**config.mk**
```make
export PLATFORM = sky130hd
export DESIGN_NAME = extremum_tracker_flat
export DESIGN_NICKNAME = d
export VERILOG_FILES = /design/src/rtl/extremum_tracker_if.sv /design/src/rtl/extremum_tracker.sv /design/src/flat_wrapper.sv
export SDC_FILE = /design/constraint.sdc
export NUM_CORES = 1
export LEC_CHECK = 0
export CORE_ASPECT_RATIO = 1.1
export CORE_MARGIN = 2
export CORE_UTILIZATION = 54
export DETAILED_ROUTE_END_ITERATION = 16
export PLACE_DENSITY = 0.86
export REMOVE_ABC_BUFFERS = 1
export SLEW_MARGIN = 20
export SYNTH_ARGS = -nofsm -noshare
export SYNTH_HDL_FRONTEND = slang
export SYNTH_SLANG_ARGS = --single-unit
```
**constraint.sdc**
```tcl
create_clock -name clk -period 3.04 [get_ports clk]
set_input_delay 0.608 -clock clk [delete_from_list [all_inputs] [get_ports clk]]
set_output_delay 0.608 -clock clk [all_outputs]
set_load 0.01 [all_outputs]
```
**src/rtl/extremum_tracker_if.sv**
```systemverilog
// Sample/result bus of the extremum tracker.
// The master side drives samples and consumes results; the slave side
// is the tracker itself.
interface extremum_tracker_if #(
    parameter int WIDTH   = 8,
    parameter int NUM_CH  = 4,
    parameter int COUNT_W = 16
);
    localparam int CH_W = (NUM_CH > 1) ? $clog2(NUM_CH) : 1;

    // Frame control
    logic               clr;
    logic               mode_min;

    // Sample stream
    logic               in_valid;
    logic               in_ready;
    logic [CH_W-1:0]    in_ch;
    logic [WIDTH-1:0]   in_data;
    logic               in_last;

    // Result stream
    logic               out_valid;
    logic               out_ready;
    logic [CH_W-1:0]    out_ch;
    logic [WIDTH-1:0]   out_ext;
    logic [COUNT_W-1:0] out_idx;
    logic [COUNT_W-1:0] out_count;

    modport master (
        output clr,
        output mode_min,
        output in_valid,
        input  in_ready,
        output in_ch,
        output in_data,
        output in_last,
        input  out_valid,
        output out_ready,
        input  out_ch,
        input  out_ext,
        input  out_idx,
        input  out_count
    );

    modport slave (
        input  clr,
        input  mode_min,
        input  in_valid,
        output in_ready,
        input  in_ch,
        input  in_data,
        input  in_last,
        output out_valid,
        input  out_ready,
        output out_ch,
        output out_ext,
        output out_idx,
        output out_count
    );
endinterface

```
**src/rtl/extremum_tracker.sv**
```systemverilog
// Per-channel running maximum/minimum tracker.
// Each channel accumulates a frame of samples, remembering the extremum,
// the zero-based position where it first occurred and the sample count.
// The sample that closes a frame moves the block into REPORT, where that
// channel's result is held until consumed; consuming it clears the channel.
module extremum_tracker #(
    parameter int WIDTH   = 8,
    parameter int NUM_CH  = 4,
    parameter int COUNT_W = 16,
    parameter bit SIGNED  = 1'b0
) (
    input  logic              clk,
    input  logic              rst_n,
    extremum_tracker_if.slave bus
);

    localparam int CH_W = (NUM_CH > 1) ? $clog2(NUM_CH) : 1;

    typedef enum logic {
        ACCUM  = 1'b0,
        REPORT = 1'b1
    } state_t;

    state_t r_state;
    state_t w_state_nxt;

    // Per-channel state
    logic [WIDTH-1:0]   r_ext  [NUM_CH];
    logic [COUNT_W-1:0] r_idx  [NUM_CH];
    logic [COUNT_W-1:0] r_cnt  [NUM_CH];
    logic               r_seen [NUM_CH];
    logic               r_mode [NUM_CH];

    // Result registers
    logic [CH_W-1:0]    r_out_ch;
    logic [WIDTH-1:0]   r_out_ext;
    logic [COUNT_W-1:0] r_out_idx;
    logic [COUNT_W-1:0] r_out_cnt;

    logic               w_in_ready;
    logic               w_out_valid;
    logic               w_accept;
    logic               w_ch_ok;
    logic               w_take;
    logic               w_drain;
    logic [CH_W-1:0]    w_sel;
    logic               w_first;
    logic [WIDTH-1:0]   w_new_ext;
    logic [COUNT_W-1:0] w_new_idx;
    logic [COUNT_W-1:0] w_new_cnt;
    logic               w_new_mode;

    // True when sample a should replace the stored extremum b. Both values
    // are widened by one bit so the same signed compare serves both the
    // two's-complement and the unsigned interpretation.
    function automatic logic f_better(
        input logic [WIDTH-1:0] a,
        input logic [WIDTH-1:0] b,
        input logic             min_mode
    );
        logic signed [WIDTH:0] sa;
        logic signed [WIDTH:0] sb;
        sa = SIGNED ? $signed({a[WIDTH-1], a}) : $signed({1'b0, a});
        sb = SIGNED ? $signed({b[WIDTH-1], b}) : $signed({1'b0, b});
        return min_mode ? (sa < sb) : (sa > sb);
    endfunction

    // Sample counter increment that sticks at all-ones.
    function automatic logic [COUNT_W-1:0] f_sat_inc(input logic [COUNT_W-1:0] c);
        return (&c) ? c : c + COUNT_W'(1);
    endfunction

    // Samples are only taken while accumulating, outside reset and clear.
    assign w_in_ready = rst_n && (r_state == ACCUM) && !bus.clr;
    assign w_accept   = bus.in_valid && w_in_ready;
    assign w_ch_ok    = (int'(bus.in_ch) < NUM_CH);
    // Out-of-range channels are accepted but never touch any state.
    assign w_take     = w_accept && w_ch_ok;
    assign w_drain    = (r_state == REPORT) && bus.out_ready && !bus.clr;

    // Next-state and result-valid decode; clr always returns to ACCUM.
    always_comb begin
        w_state_nxt = r_state;
        w_out_valid = 1'b0;
        case (r_state)
            ACCUM: begin
                if (w_take && bus.in_last) begin
                    w_state_nxt = REPORT;
                end
            end
            REPORT: begin
                w_out_valid = 1'b1;
                if (bus.clr || bus.out_ready) begin
                    w_state_nxt = ACCUM;
                end
            end
            default: begin
                w_state_nxt = ACCUM;
            end
        endcase
    end

    // State register.
    always_ff @(posedge clk or negedge rst_n) begin
        if (!rst_n) begin
            r_state <= ACCUM;
        end else begin
            r_state <= w_state_nxt;
        end
    end

    // Updated channel values for the incoming sample; the mode is latched
    // on the first sample so later mode_min changes cannot flip a frame.
    always_comb begin
        w_sel      = w_ch_ok ? bus.in_ch : '0;
        w_first    = !r_seen[w_sel];
        w_new_ext  = r_ext[w_sel];
        w_new_idx  = r_idx[w_sel];
        w_new_cnt  = f_sat_inc(r_cnt[w_sel]);
        w_new_mode = r_mode[w_sel];
        if (w_first) begin
            w_new_ext  = bus.in_data;
            w_new_idx  = '0;
            w_new_cnt  = COUNT_W'(1);
            w_new_mode = bus.mode_min;
        end else if (f_better(bus.in_data, r_ext[w_sel], r_mode[w_sel])) begin
            // Strict compare keeps the earliest index on ties; the current
            // count is the new sample's position (saturated if need be).
            w_new_ext = bus.in_data;
            w_new_idx = r_cnt[w_sel];
        end
    end

    // Channel state and result capture; consuming a result clears only
    // the reported channel.
    always_ff @(posedge clk or negedge rst_n) begin
        if (!rst_n) begin
            for (int i = 0; i < NUM_CH; i++) begin
                r_ext[i]  <= '0;
                r_idx[i]  <= '0;
                r_cnt[i]  <= '0;
                r_seen[i] <= 1'b0;
                r_mode[i] <= 1'b0;
            end
            r_out_ch  <= '0;
            r_out_ext <= '0;
            r_out_idx <= '0;
            r_out_cnt <= '0;
        end else if (bus.clr) begin
            for (int i = 0; i < NUM_CH; i++) begin
                r_ext[i]  <= '0;
                r_idx[i]  <= '0;
                r_cnt[i]  <= '0;
                r_seen[i] <= 1'b0;
                r_mode[i] <= 1'b0;
            end
            r_out_ch  <= '0;
            r_out_ext <= '0;
            r_out_idx <= '0;
            r_out_cnt <= '0;
        end else begin
            if (w_take) begin
                r_ext[w_sel]  <= w_new_ext;
                r_idx[w_sel]  <= w_new_idx;
                r_cnt[w_sel]  <= w_new_cnt;
                r_seen[w_sel] <= 1'b1;
                r_mode[w_sel] <= w_new_mode;
                if (bus.in_last) begin
                    r_out_ch  <= w_sel;
                    r_out_ext <= w_new_ext;
                    r_out_idx <= w_new_idx;
                    r_out_cnt <= w_new_cnt;
                end
            end
            if (w_drain) begin
                r_ext[r_out_ch]  <= '0;
                r_idx[r_out_ch]  <= '0;
                r_cnt[r_out_ch]  <= '0;
                r_seen[r_out_ch] <= 1'b0;
            end
        end
    end

    assign bus.in_ready  = w_in_ready;
    assign bus.out_valid = w_out_valid;
    assign bus.out_ch    = r_out_ch;
    assign bus.out_ext   = r_out_ext;
    assign bus.out_idx   = r_out_idx;
    assign bus.out_count = r_out_cnt;

endmodule

```
**src/flat_wrapper.sv**
```systemverilog
// flat-port wrapper written by rule: the top's interface ports become plain ports
module extremum_tracker_flat 
#(
    parameter int WIDTH   = 8,
    parameter int NUM_CH  = 4,
    parameter int COUNT_W = 16,
    parameter bit SIGNED  = 1'b0
)
  (clk, rst_n, bus_clr, bus_mode_min, bus_in_valid, bus_in_ready, bus_in_ch, bus_in_data, bus_in_last, bus_out_valid, bus_out_ready, bus_out_ch, bus_out_ext, bus_out_idx, bus_out_count);
  extremum_tracker_if #(.WIDTH(WIDTH), .NUM_CH(NUM_CH), .COUNT_W(COUNT_W)) bus_i ();
  input  logic clk;
  input  logic rst_n;
  input wire logic [$bits(bus_i.clr)-1:0] bus_clr;
  input wire logic [$bits(bus_i.mode_min)-1:0] bus_mode_min;
  input wire logic [$bits(bus_i.in_valid)-1:0] bus_in_valid;
  output wire logic [$bits(bus_i.in_ready)-1:0] bus_in_ready;
  input wire logic [$bits(bus_i.in_ch)-1:0] bus_in_ch;
  input wire logic [$bits(bus_i.in_data)-1:0] bus_in_data;
  input wire logic [$bits(bus_i.in_last)-1:0] bus_in_last;
  output wire logic [$bits(bus_i.out_valid)-1:0] bus_out_valid;
  input wire logic [$bits(bus_i.out_ready)-1:0] bus_out_ready;
  output wire logic [$bits(bus_i.out_ch)-1:0] bus_out_ch;
  output wire logic [$bits(bus_i.out_ext)-1:0] bus_out_ext;
  output wire logic [$bits(bus_i.out_idx)-1:0] bus_out_idx;
  output wire logic [$bits(bus_i.out_count)-1:0] bus_out_count;
  assign bus_i.clr = bus_clr;
  assign bus_i.mode_min = bus_mode_min;
  assign bus_i.in_valid = bus_in_valid;
  assign bus_in_ready = bus_i.in_ready;
  assign bus_i.in_ch = bus_in_ch;
  assign bus_i.in_data = bus_in_data;
  assign bus_i.in_last = bus_in_last;
  assign bus_out_valid = bus_i.out_valid;
  assign bus_i.out_ready = bus_out_ready;
  assign bus_out_ch = bus_i.out_ch;
  assign bus_out_ext = bus_i.out_ext;
  assign bus_out_idx = bus_i.out_idx;
  assign bus_out_count = bus_i.out_count;
  extremum_tracker #(.WIDTH(WIDTH), .NUM_CH(NUM_CH), .COUNT_W(COUNT_W), .SIGNED(SIGNED)) u_core (.clk(clk), .rst_n(rst_n), .bus(bus_i));
endmodule
```
# Word-level counts from Yosys, hierarchy flattened
# Cells that the tools add are included.
dict set report word_totals {
  ff_bits 211
  inputBits 17
}
dict set report op_classes {
  reduce_logical 14
  bitwise 11
  n_lt_le_gt_ge 6
  mux 73
  n_addsub 1
}
# op count
set ops {}
lappend ops {{2-to-1 mux 64 bit} 8}
lappend ops {{2-to-1 mux 16 bit} 16}
lappend ops {{AND 64 bit} 2}
lappend ops {{bitwise mux 64 bit} 2}
lappend ops {{2-to-1 mux 32 bit} 4}
lappend ops {{2-to-1 mux 8 bit} 9}
lappend ops {{binary-select mux 16 bit (select 2 bit)} 2}
lappend ops {{demux 16 bit (select 2 bit)} 2}
lappend ops {{inverter 64 bit} 1}
lappend ops {{AND 32 bit} 1}
lappend ops {{bitwise mux 32 bit} 1}
lappend ops {{demux 8 bit (select 2 bit)} 2}
lappend ops {{inverter 32 bit} 1}
lappend ops {{2-to-1 mux 4 bit} 6}
lappend ops {{adder 16 x 1 -> 16 bit, second input constant} 1}
lappend ops {{binary-select mux 8 bit (select 2 bit)} 1}
lappend ops {{AND reduction 16 bit} 1}
lappend ops {{2-to-1 mux 1 bit} 11}
lappend ops {{> comparator 8 bit} 1}
lappend ops {{logical AND 1 bit} 8}
lappend ops {{less-than comparator 8 bit} 1}
lappend ops {{greater-or-equal comparator 3 bit, second input constant} 2}
lappend ops {{less-than comparator 3 x 1 -> 1 bit, second input constant} 2}
lappend ops {{2-to-1 mux 2 bit} 3}
lappend ops {{13 further kinds} 17}

# Depth between registers and ports, before layout
# Gate-level depths: netlist (run 1).
dict set report depth {
  ltp_word 14
  depth_mapped 14
  ltp_nobuf 10
}

# Least setup slack after synthesis (run 1)
# OpenSTA, ideal clock, no wires.
dict set report synth_timing {
  path_kind {input to register}
  startpoint {in bus_in_ch[0]}
  endpoint {reg u_core.r_out_idx[11], in the netlist u_core.bus.out_idx[11]}
  required_ps 2906
  arrival_ps 3805
  path_buffers 5
  setup_ps 134
  slack_ps -900
  cell_stages 14
  path_cell_list {buf_6 -> buf_6 -> buf_2 -> buf_2 -> mux4_2 -> inv_1 -> ha_1 -> a21oi_1 -> a21oi_1 -> or3_4 -> mux2i_4 -> buf_6 -> mux2i_1 -> o21ai_0}
}
dict set report synth_via {
  elab_chain_cells 11
  word_cells_on_any_way 24
  cone_classes {order compare (2); mux (21); bitwise (1)}
}
# item line
set synth_lines {}
lappend synth_lines {{from (decl)} flat_wrapper.sv:17} ;# input wire logic [$bits(bus_i.in_ch)-1:0] bus_in_ch;
lappend synth_lines {{inverter 2 -> 3 bit (implied by the code) *} --}
lappend synth_lines {{binary-select mux 8 bit (select 2 bit)} extremum_tracker.sv:126} ;# end else if (f_better(bus.in_data, r_ext[w_sel], r_mode[w_sel])) begin
lappend synth_lines {{2-to-1 mux 8 bit (implied by the code) (2 in series)} extremum_tracker.sv:126}
lappend synth_lines {{> comparator 8 bit / less-than comparator 8 bit (equally long branches)} extremum_tracker.sv:65} ;# return min_mode ? (sa < sb) : (sa > sb);
lappend synth_lines {{2-to-1 mux 1 bit} extremum_tracker.sv:65}
lappend synth_lines {{2-to-1 mux 16 bit} extremum_tracker.sv:126}
lappend synth_lines {{2-to-1 mux 16 bit *} extremum_tracker.sv:121} ;# if (w_first) begin
lappend synth_lines {{2-to-1 mux 16 bit *} extremum_tracker.sv:168} ;# if (bus.in_last) begin
lappend synth_lines {{2-to-1 mux 16 bit *} extremum_tracker.sv:162} ;# if (w_take) begin
lappend synth_lines {{2-to-1 mux 16 bit *} extremum_tracker.sv:149} ;# end else if (bus.clr) begin
lappend synth_lines {{to (signal assigned)} extremum_tracker.sv:171} ;# r_out_idx <= w_new_idx;
lappend synth_lines {{to (decl)} extremum_tracker.sv:37} ;# logic [COUNT_W-1:0] r_out_idx;
# Mark *: on every way between the ends. The rest lies on a longest branch, timed or not. The select of a mux whose other input is x is not followed.
# A chain may end at the register's enable or synchronous reset.

# Worst setup path in the final report (run 1)
dict set report layout_timing {
  startpoint {reg u_core.r_ext[1] (netlist bit)}
  endpoint {reg u_core.r_idx[7] (netlist bit)}
}
dict set report layout_via {
  elab_chain_cells 13
  word_cells_on_any_way 14
  cone_classes {order compare (2); mux (11); bitwise (1)}
}
# item line
set layout_lines {}
lappend layout_lines {{from (decl)} extremum_tracker.sv:28} ;# logic [WIDTH-1:0] r_ext [NUM_CH];
lappend layout_lines {{from (signal, indexed assignment)} extremum_tracker.sv:163} ;# r_ext[w_sel] <= w_new_ext;
lappend layout_lines {{binary-select mux 8 bit (select 2 bit) *} extremum_tracker.sv:126}
lappend layout_lines {{2-to-1 mux 8 bit (implied by the code) * (2 in series)} extremum_tracker.sv:126}
lappend layout_lines {{> comparator 8 bit / less-than comparator 8 bit (equally long branches)} extremum_tracker.sv:65}
lappend layout_lines {{2-to-1 mux 1 bit *} extremum_tracker.sv:65}
lappend layout_lines {{2-to-1 mux 16 bit *} extremum_tracker.sv:126}
lappend layout_lines {{2-to-1 mux 16 bit *} extremum_tracker.sv:121}
lappend layout_lines {{bitwise mux 64 bit *} extremum_tracker.sv:164} ;# r_idx[w_sel] <= w_new_idx;
lappend layout_lines {{2-to-1 mux 64 bit *} extremum_tracker.sv:162}
lappend layout_lines {{2-to-1 mux 64 bit *} extremum_tracker.sv:149}
lappend layout_lines {{AND 64 bit (no source line)} --}
lappend layout_lines {{2-to-1 mux 64 bit *} extremum_tracker.sv:175} ;# if (w_drain) begin
lappend layout_lines {{2-to-1 mux 64 bit *} extremum_tracker.sv:149}
lappend layout_lines {{to (signal, indexed assignment)} extremum_tracker.sv:164}
lappend layout_lines {{to (decl)} extremum_tracker.sv:29} ;# logic [COUNT_W-1:0] r_idx [NUM_CH];
# Marked as above.

==> flow_metrics.tcl, run 1 <==
set metrics [dict create \
    outcome "complete, no violations" \
    synth_cell_types 58 \
    synth_cells 879 \
    fin_tns_setup_ns 0 \
    grt_first_pass_wirelength_um 41300 \
    powerDensity_mw_per_mm2 494 \
    fmax_ghz 0.329 \
    report.final.slew_viol_count 0 \
    grt_start_max_net_pins 135 \
    yosys_warnings 0 \
    skew_ns 0.00897 \
    synthesis.area_mm2 0.00970 \
    initial_core_util 0.549 \
    postSynth.asyncResetShare 1.00 \
    cts-buffers-inserted 22 \
    synth.area.mux_share 0.128 \
    die_h_um 145 \
    grt_use_total 0.277 \
    dieArea_mm2 0.0191 \
    diodes 0 \
    antenna_found_initial 0 \
    synth_compound_area_frac 0.154 \
    finalCriticalPeriod_ns 3.04 \
    power_frac_comb 0.067 \
    p_switching_uw 1330 \
    insertion_delay_ns 0.51 \
    ys.flop_type "dfrtp_1" \
    worst_pin_slew_ns 1.01 \
    synth-adder-area-share 0.0116 \
    routed_wl_um 25800 \
    crit_arrival_ns 3.41 \
    criticalPathCategory "register to register" \
    layout.cells.non_filler 1246 \
    fp.dieW_um 132 \
    cts_sinks 211 \
    rr_endpoint "u_core.r_idx[7]" \
    whs_ns 0.240 \
    rsz0062_at_grt "yes" \
    htree_levels 1 \
    cts_hold_buffers 0 \
    grt_util_met2 0.473 \
    relSlewSlack 0.322 \
    hold_viol_final 0 \
    period_share 1.00 \
    finalNetCount 1020 \
    area_delta_synth_final_pct 22.5 \
    wl_per_cell_um 20.7 \
    drt_iter0_drc 833 \
    drt_pass1_iterations 7 \
    synth-xor-area-share 0.0110 \
    endpoint_kind "register" \
    final_antenna_net_count 0 \
    use_met1 0.349 \
    min_path_type "input pin to async pin" \
    core_area_mm2 0.0177 \
    worstPathRequired_ns 3.41 \
    placedCellCount 1207 \
    drive_above_1_share 0.203 \
    synthSimpleGateAreaFrac 0.121 \
    synth-seq-cells 211 \
    vias 7698 \
    seq_power_share 0.483 \
    start_kind "register" \
    rows 51 \
    synth-edff-count 0 \
    internal-power_uw 4540 \
    dpl.hpwl_um 16300 \
    vdd_drop_max_mv 0.587 \
    grt_use_met3 0.0578 \
    design_power_total_uw 5870 \
    num_io_pins 61 \
    cts_tree "yes" \
    syn_avg_cell_area_um2 11.0 \
    drc 0 \
    p_sw_frac 0.227 \
    rrSetupSlack_ns 0.001 \
    synth_top_family_by_area "compound AO/OA/AOI/OAI gates" \
    cts_max_path_buffers 3 \
    setup_viol 0 \
    maxCapViolCount 0 \
    overflow 0 \
    root_buffer "clkbuf_16" \
    clock_power_share 0.450 \
    r2r_start "u_core.r_ext[1]" \
    p_leak_uw 0.00514 \
    clk_pin_slew_ns 0.06 \
    grt.busiest_layer "met2" \
    path_max_fanout 16 \
    first_global_vias 7990 \
    io_buffers 60 \
    utilization 0.673 \
    r2r_cells 11 \
    yosysSeqAreaShare 0.544 \
    place.gp.congestion 0.849 \
    viasPerCell 6.18 \
]
[per-stage QoR]
| stage | setup slack (ns) | area [um2] |
|---|---|---|
| 2_1_floorplan | -0.461 | 9450 |
| 3_3_place_gp | -0.384 | 11100 |
| 3_5_place_dp | -0.538 | 11100 |
| 4_1_cts | 0.0170 | 11800 |
| 5_1_grt | -0.0865 | 11900 |
| 6_report | 0.00101 | 11900 |
[layer usage]
metal / vias up / wire [um]
li1: 3361 / -
met1: 3893 / 10000
met2: 388 / 12900
met3: 56 / 2140
met4: 0 / 728
met5: - / 0
[worst max-delay path by stage]
stage	startpoint	to	slack, ns	cells past startpoint
final	u_core.r_ext[1]	u_core.r_idx[7]	0.001	11
after global routing	bus_in_ch[0]	u_core.r_idx[7]	-0.09	12
after CTS	u_core.r_ext[1]	u_core.bus.out_idx[2]	0.02	11
after detailed placement	bus_in_ch[0]	u_core.r_idx[21]	-0.54	12
after global placement	bus_in_ch[0]	u_core.bus.out_idx[5]	-0.38	12
after floorplan	bus_clr	u_core.r_cnt[52]	-0.46	5
[critical path, stage by stage, from the launching register on]
cell and delay (ns):
dfrtp_1 0.38, mux4_2 0.50, inv_1 0.07, ha_1 0.23, nor2b_1 0.13, o211ai_1 0.16, a21oi_1 0.11, or3_4 0.38
mux2i_4 0.20, buf_12 0.22, mux2i_2 0.34, o21ai_0 0.15
[cells in the final DEF, fill, tap and decap left out, types with 9 or more instances in the layout]
master and count:
a22o_1 17, dfrtp_1 211, a21oi_1 42, clkdlybuf4s50_1 57, o21ai_1 49, buf_12 9, nand2_1 163, nand3_1 20
mux4_2 42, mux2i_1 19, o21ai_0 124, inv_1 9, nor2_1 26, clkbuf_16 23, buf_4 76
[logic make-up (layout without fill, tap and decap cells)]
family,after synthesis,count (layout)
AOI/OAI and AO/OA,259,259
and+or+nand+nor,258,258
DFF,211,211
muxes,70,70
buffers and inverters,65,194
adders and majority gates,9,9
xor gates and xnor gates,7,7
[state kept, by name, summed over array words and instances (netlist names)]
name                  count
u_core.bus.out_ext        8
u_core.bus.out_idx       16
u_core.bus.out_ch         2
u_core.r_cnt             64
u_core.r_seen             4
u_core.r_idx             64
u_core.r_ext             32
u_core.bus.out_count     16
u_core.r_mode             4
u_core.r_state            1
[cell type report]
class,count,area [um2]
inverter,10,37.5
multi-input combinational,603,4220
timing repair buffer,146,1360
fill,1238,5790
sequential,211,5280
tap,238,298
clock buffer,35,661
clock inverter,3,40.0
[power groups by stage]
stage / Combinational (uW) / Clock, uW / Sequential (uW)
after detailed placement: 382 / 0 / 2890
after floorplan: 144 / 0 / 2890
after CTS: 384 / 2650 / 2840
final: 393 / 2640 / 2840
after global placement: 377 / 0 / 2890
after global routing: 425 / 2780 / 2840
[synthesized netlist by cell type, types with 7 or more instances]
library cell | number | area (um2)
nand3_1 | 20 | 100
dfrtp_1 | 211 | 5280
mux4_2 | 42 | 946
o21ai_0 | 127 | 636
a22o_1 | 17 | 149
nor2_1 | 28 | 105
and2_1 | 7 | 43.8
inv_1 | 10 | 37.5
mux2i_1 | 24 | 240
ha_1 | 9 | 113
clkbuf_1 | 42 | 158
a21oi_1 | 42 | 210
o21ai_1 | 46 | 230
nand2_1 | 163 | 612
[repair_timing]
action                                  CTS  global route
endpoints found under the setup margin    4           103
gates resized for setup                   2            15
buffers inserted                          0             1
hold endpoints to repair                  0             0
Power figures use the tool's default switching activity.
==> inputs of run 2 (changes only) <==
- ABC_AREA: not set -> 0
- CAP_MARGIN: not set -> 30
- REMOVE_ABC_BUFFERS: 1 -> not set
==> flow_metrics.tcl, run 2 (synthesis results as in run 1) <==
set metrics [dict create \
    outcome "finished with violations" \
    violations "negative setup slack" \
    maxCapViolCount 0 \
    final_antenna_net_count 0 \
    area_delta_synth_final_pct 28.0 \
    worst_pin_slew_ns 0.964 \
    dpl.hpwl_um 17900 \
    cts_hold_buffers 0 \
    skew_ns 0.0184 \
    grt_start_max_net_pins 167 \
    powerDensity_mw_per_mm2 490 \
    p_leak_uw 0.00530 \
    first_global_vias 8364 \
    diodes 0 \
    worstPathRequired_ns 3.44 \
    fp.dieW_um 132 \
    path_max_fanout 8 \
    worst_slack_ns -0.0551 \
    cts_sinks 211 \
    antenna_found_initial 0 \
    cts-buffers-inserted 23 \
    finalNetCount 1037 \
    hold_viol_final 0 \
    vdd_drop_max_mv 0.475 \
    crit_start "u_core.r_ext[1]" \
    grt_first_pass_wirelength_um 45000 \
    finalCriticalPeriod_ns 3.10 \
    grt_use_total 0.305 \
    criticalPathCategory "register to register" \
    rrSetupSlack_ns -0.06 \
    root_buffer "clkbuf_16" \
    endpoint_kind "register" \
    r2r_start "u_core.r_ext[1]" \
    num_io_pins 61 \
    crit_arrival_ns 3.49 \
    vias 8171 \
    viasPerCell 6.47 \
    cts_max_path_buffers 3 \
    place.gp.congestion 0.906 \
    layout.cells.non_filler 1262 \
    period_share 1.02 \
    routed_wl_um 29600 \
    rows 51 \
    dieArea_mm2 0.0191 \
    relSlewSlack 0.354 \
    cts_tree "yes" \
    insertion_delay_ns 0.53 \
    core_area_mm2 0.0177 \
    min_path_type "input pin to async pin" \
    design_area_mm2 0.0124 \
    clk_pin_slew_ns 0.06 \
    top_regs "u_core.r_cnt x64, u_core.r_idx x64, u_core.r_ext x32" \
    final_cell_mix "211 x dfrtp_1, 163 x nand2_1, 92 x buf_4" \
    drc 0 \
    placedCellCount 1221 \
    rsz0062_at_grt "yes" \
    drt_pass1_iterations 5 \
    r2r_cells 11 \
    syn_nets 905 \
    dpl_cell_area_mm2 0.0114 \
    drt_iter0_drc 910 \
    rr_endpoint "u_core.r_idx[57]" \
    htree_levels 1 \
    setup_viol 22 \
    initial_core_util 0.549 \
    fmax_ghz 0.323 \
    start_kind "register" \
    fin_tns_setup_ns -0.459 \
    nFillCells 1161 \
    wl_per_cell_um 23.5 \
    drive_above_1_share 0.269 \
    layout_commonest_cell "dfrtp_1" \
    overflow 0 \
    utilization 0.702 \
    report.final.slew_viol_count 0 \
    io_buffers 60 \
    die_h_um 145 \
]
[run 2: how the worst max path moves through the flow]
stage                                         to  cells past startpoint
after floorplan                 u_core.r_idx[37]                     14
after detailed placement   u_core.bus.out_idx[0]                     12
final                           u_core.r_idx[57]                     11
after global routing            u_core.r_idx[57]                     11
after CTS                       u_core.r_idx[20]                     11
after global placement    u_core.bus.out_idx[15]                     12
[run 2: per-layer routing]
metal / vias to the layer above / wire length [um] / global-route usage / share of wire
met5: - / 0 / 0 / 0
met4: 0 / 1610 / 0.175 / 0.054
met2: 588 / 15000 / 0.513 / 0.50
met3: 135 / 2670 / 0.0449 / 0.090
met1: 4040 / 10400 / 0.385 / 0.35
li1: 3408 / - / - / -
[run 2: final cells by class]
type | count | area (um2) | share of cell area
clock buffer | 32 | 639 | 0.0515
clock inverter | 6 | 108 | 0.00867
inverter | 10 | 37.5 | 0.00302
sequential | 211 | 5280 | 0.425
timing repair buffer | 162 | 1500 | 0.121
tap | 238 | 298 | 0.0240
multi-input combinational | 603 | 4560 | 0.367
[run 2: repair_timing]
action                                  CTS  global route
pin swaps                                 0            16
setup buffers                             0             2
gates cloned                              0             1
endpoints found under the setup margin   18            87
resized for setup                         5            88
[run 2: report_power, final]
group | internal [uW] | leakage (uW) | switching (uW)
sequential | 2830 | 0.00294 | 11.0
clock | 1650 | 0.000360 | 1140
combinational | 180 | 0.00200 | 280
[run 2: critical path: stages, from the launching register on]
cell and delay [ns]:
dfrtp_1 0.38, mux4_2 0.51, inv_2 0.09, ha_4 0.19, nor2b_1 0.13, o211ai_1 0.19, a21oi_2 0.08, or3_4 0.36
mux2i_4 0.28, clkbuf_16 0.27, mux2i_4 0.36, o21ai_1 0.11
[run 2: metrics by stage]
| stage | hold WS (ns) | power [uW] | setup WS (ns) |
|---|---|---|---|
| after floorplan | 0.312 | 3100 | -0.570 |
| after global placement | 0.456 | 3300 | -0.488 |
| after detailed placement | 0.469 | 3310 | -0.585 |
| after CTS | 0.249 | 6070 | -0.00163 |
| after global routing | 0.289 | 6260 | -0.149 |
| final | 0.249 | 6090 | -0.0551 |
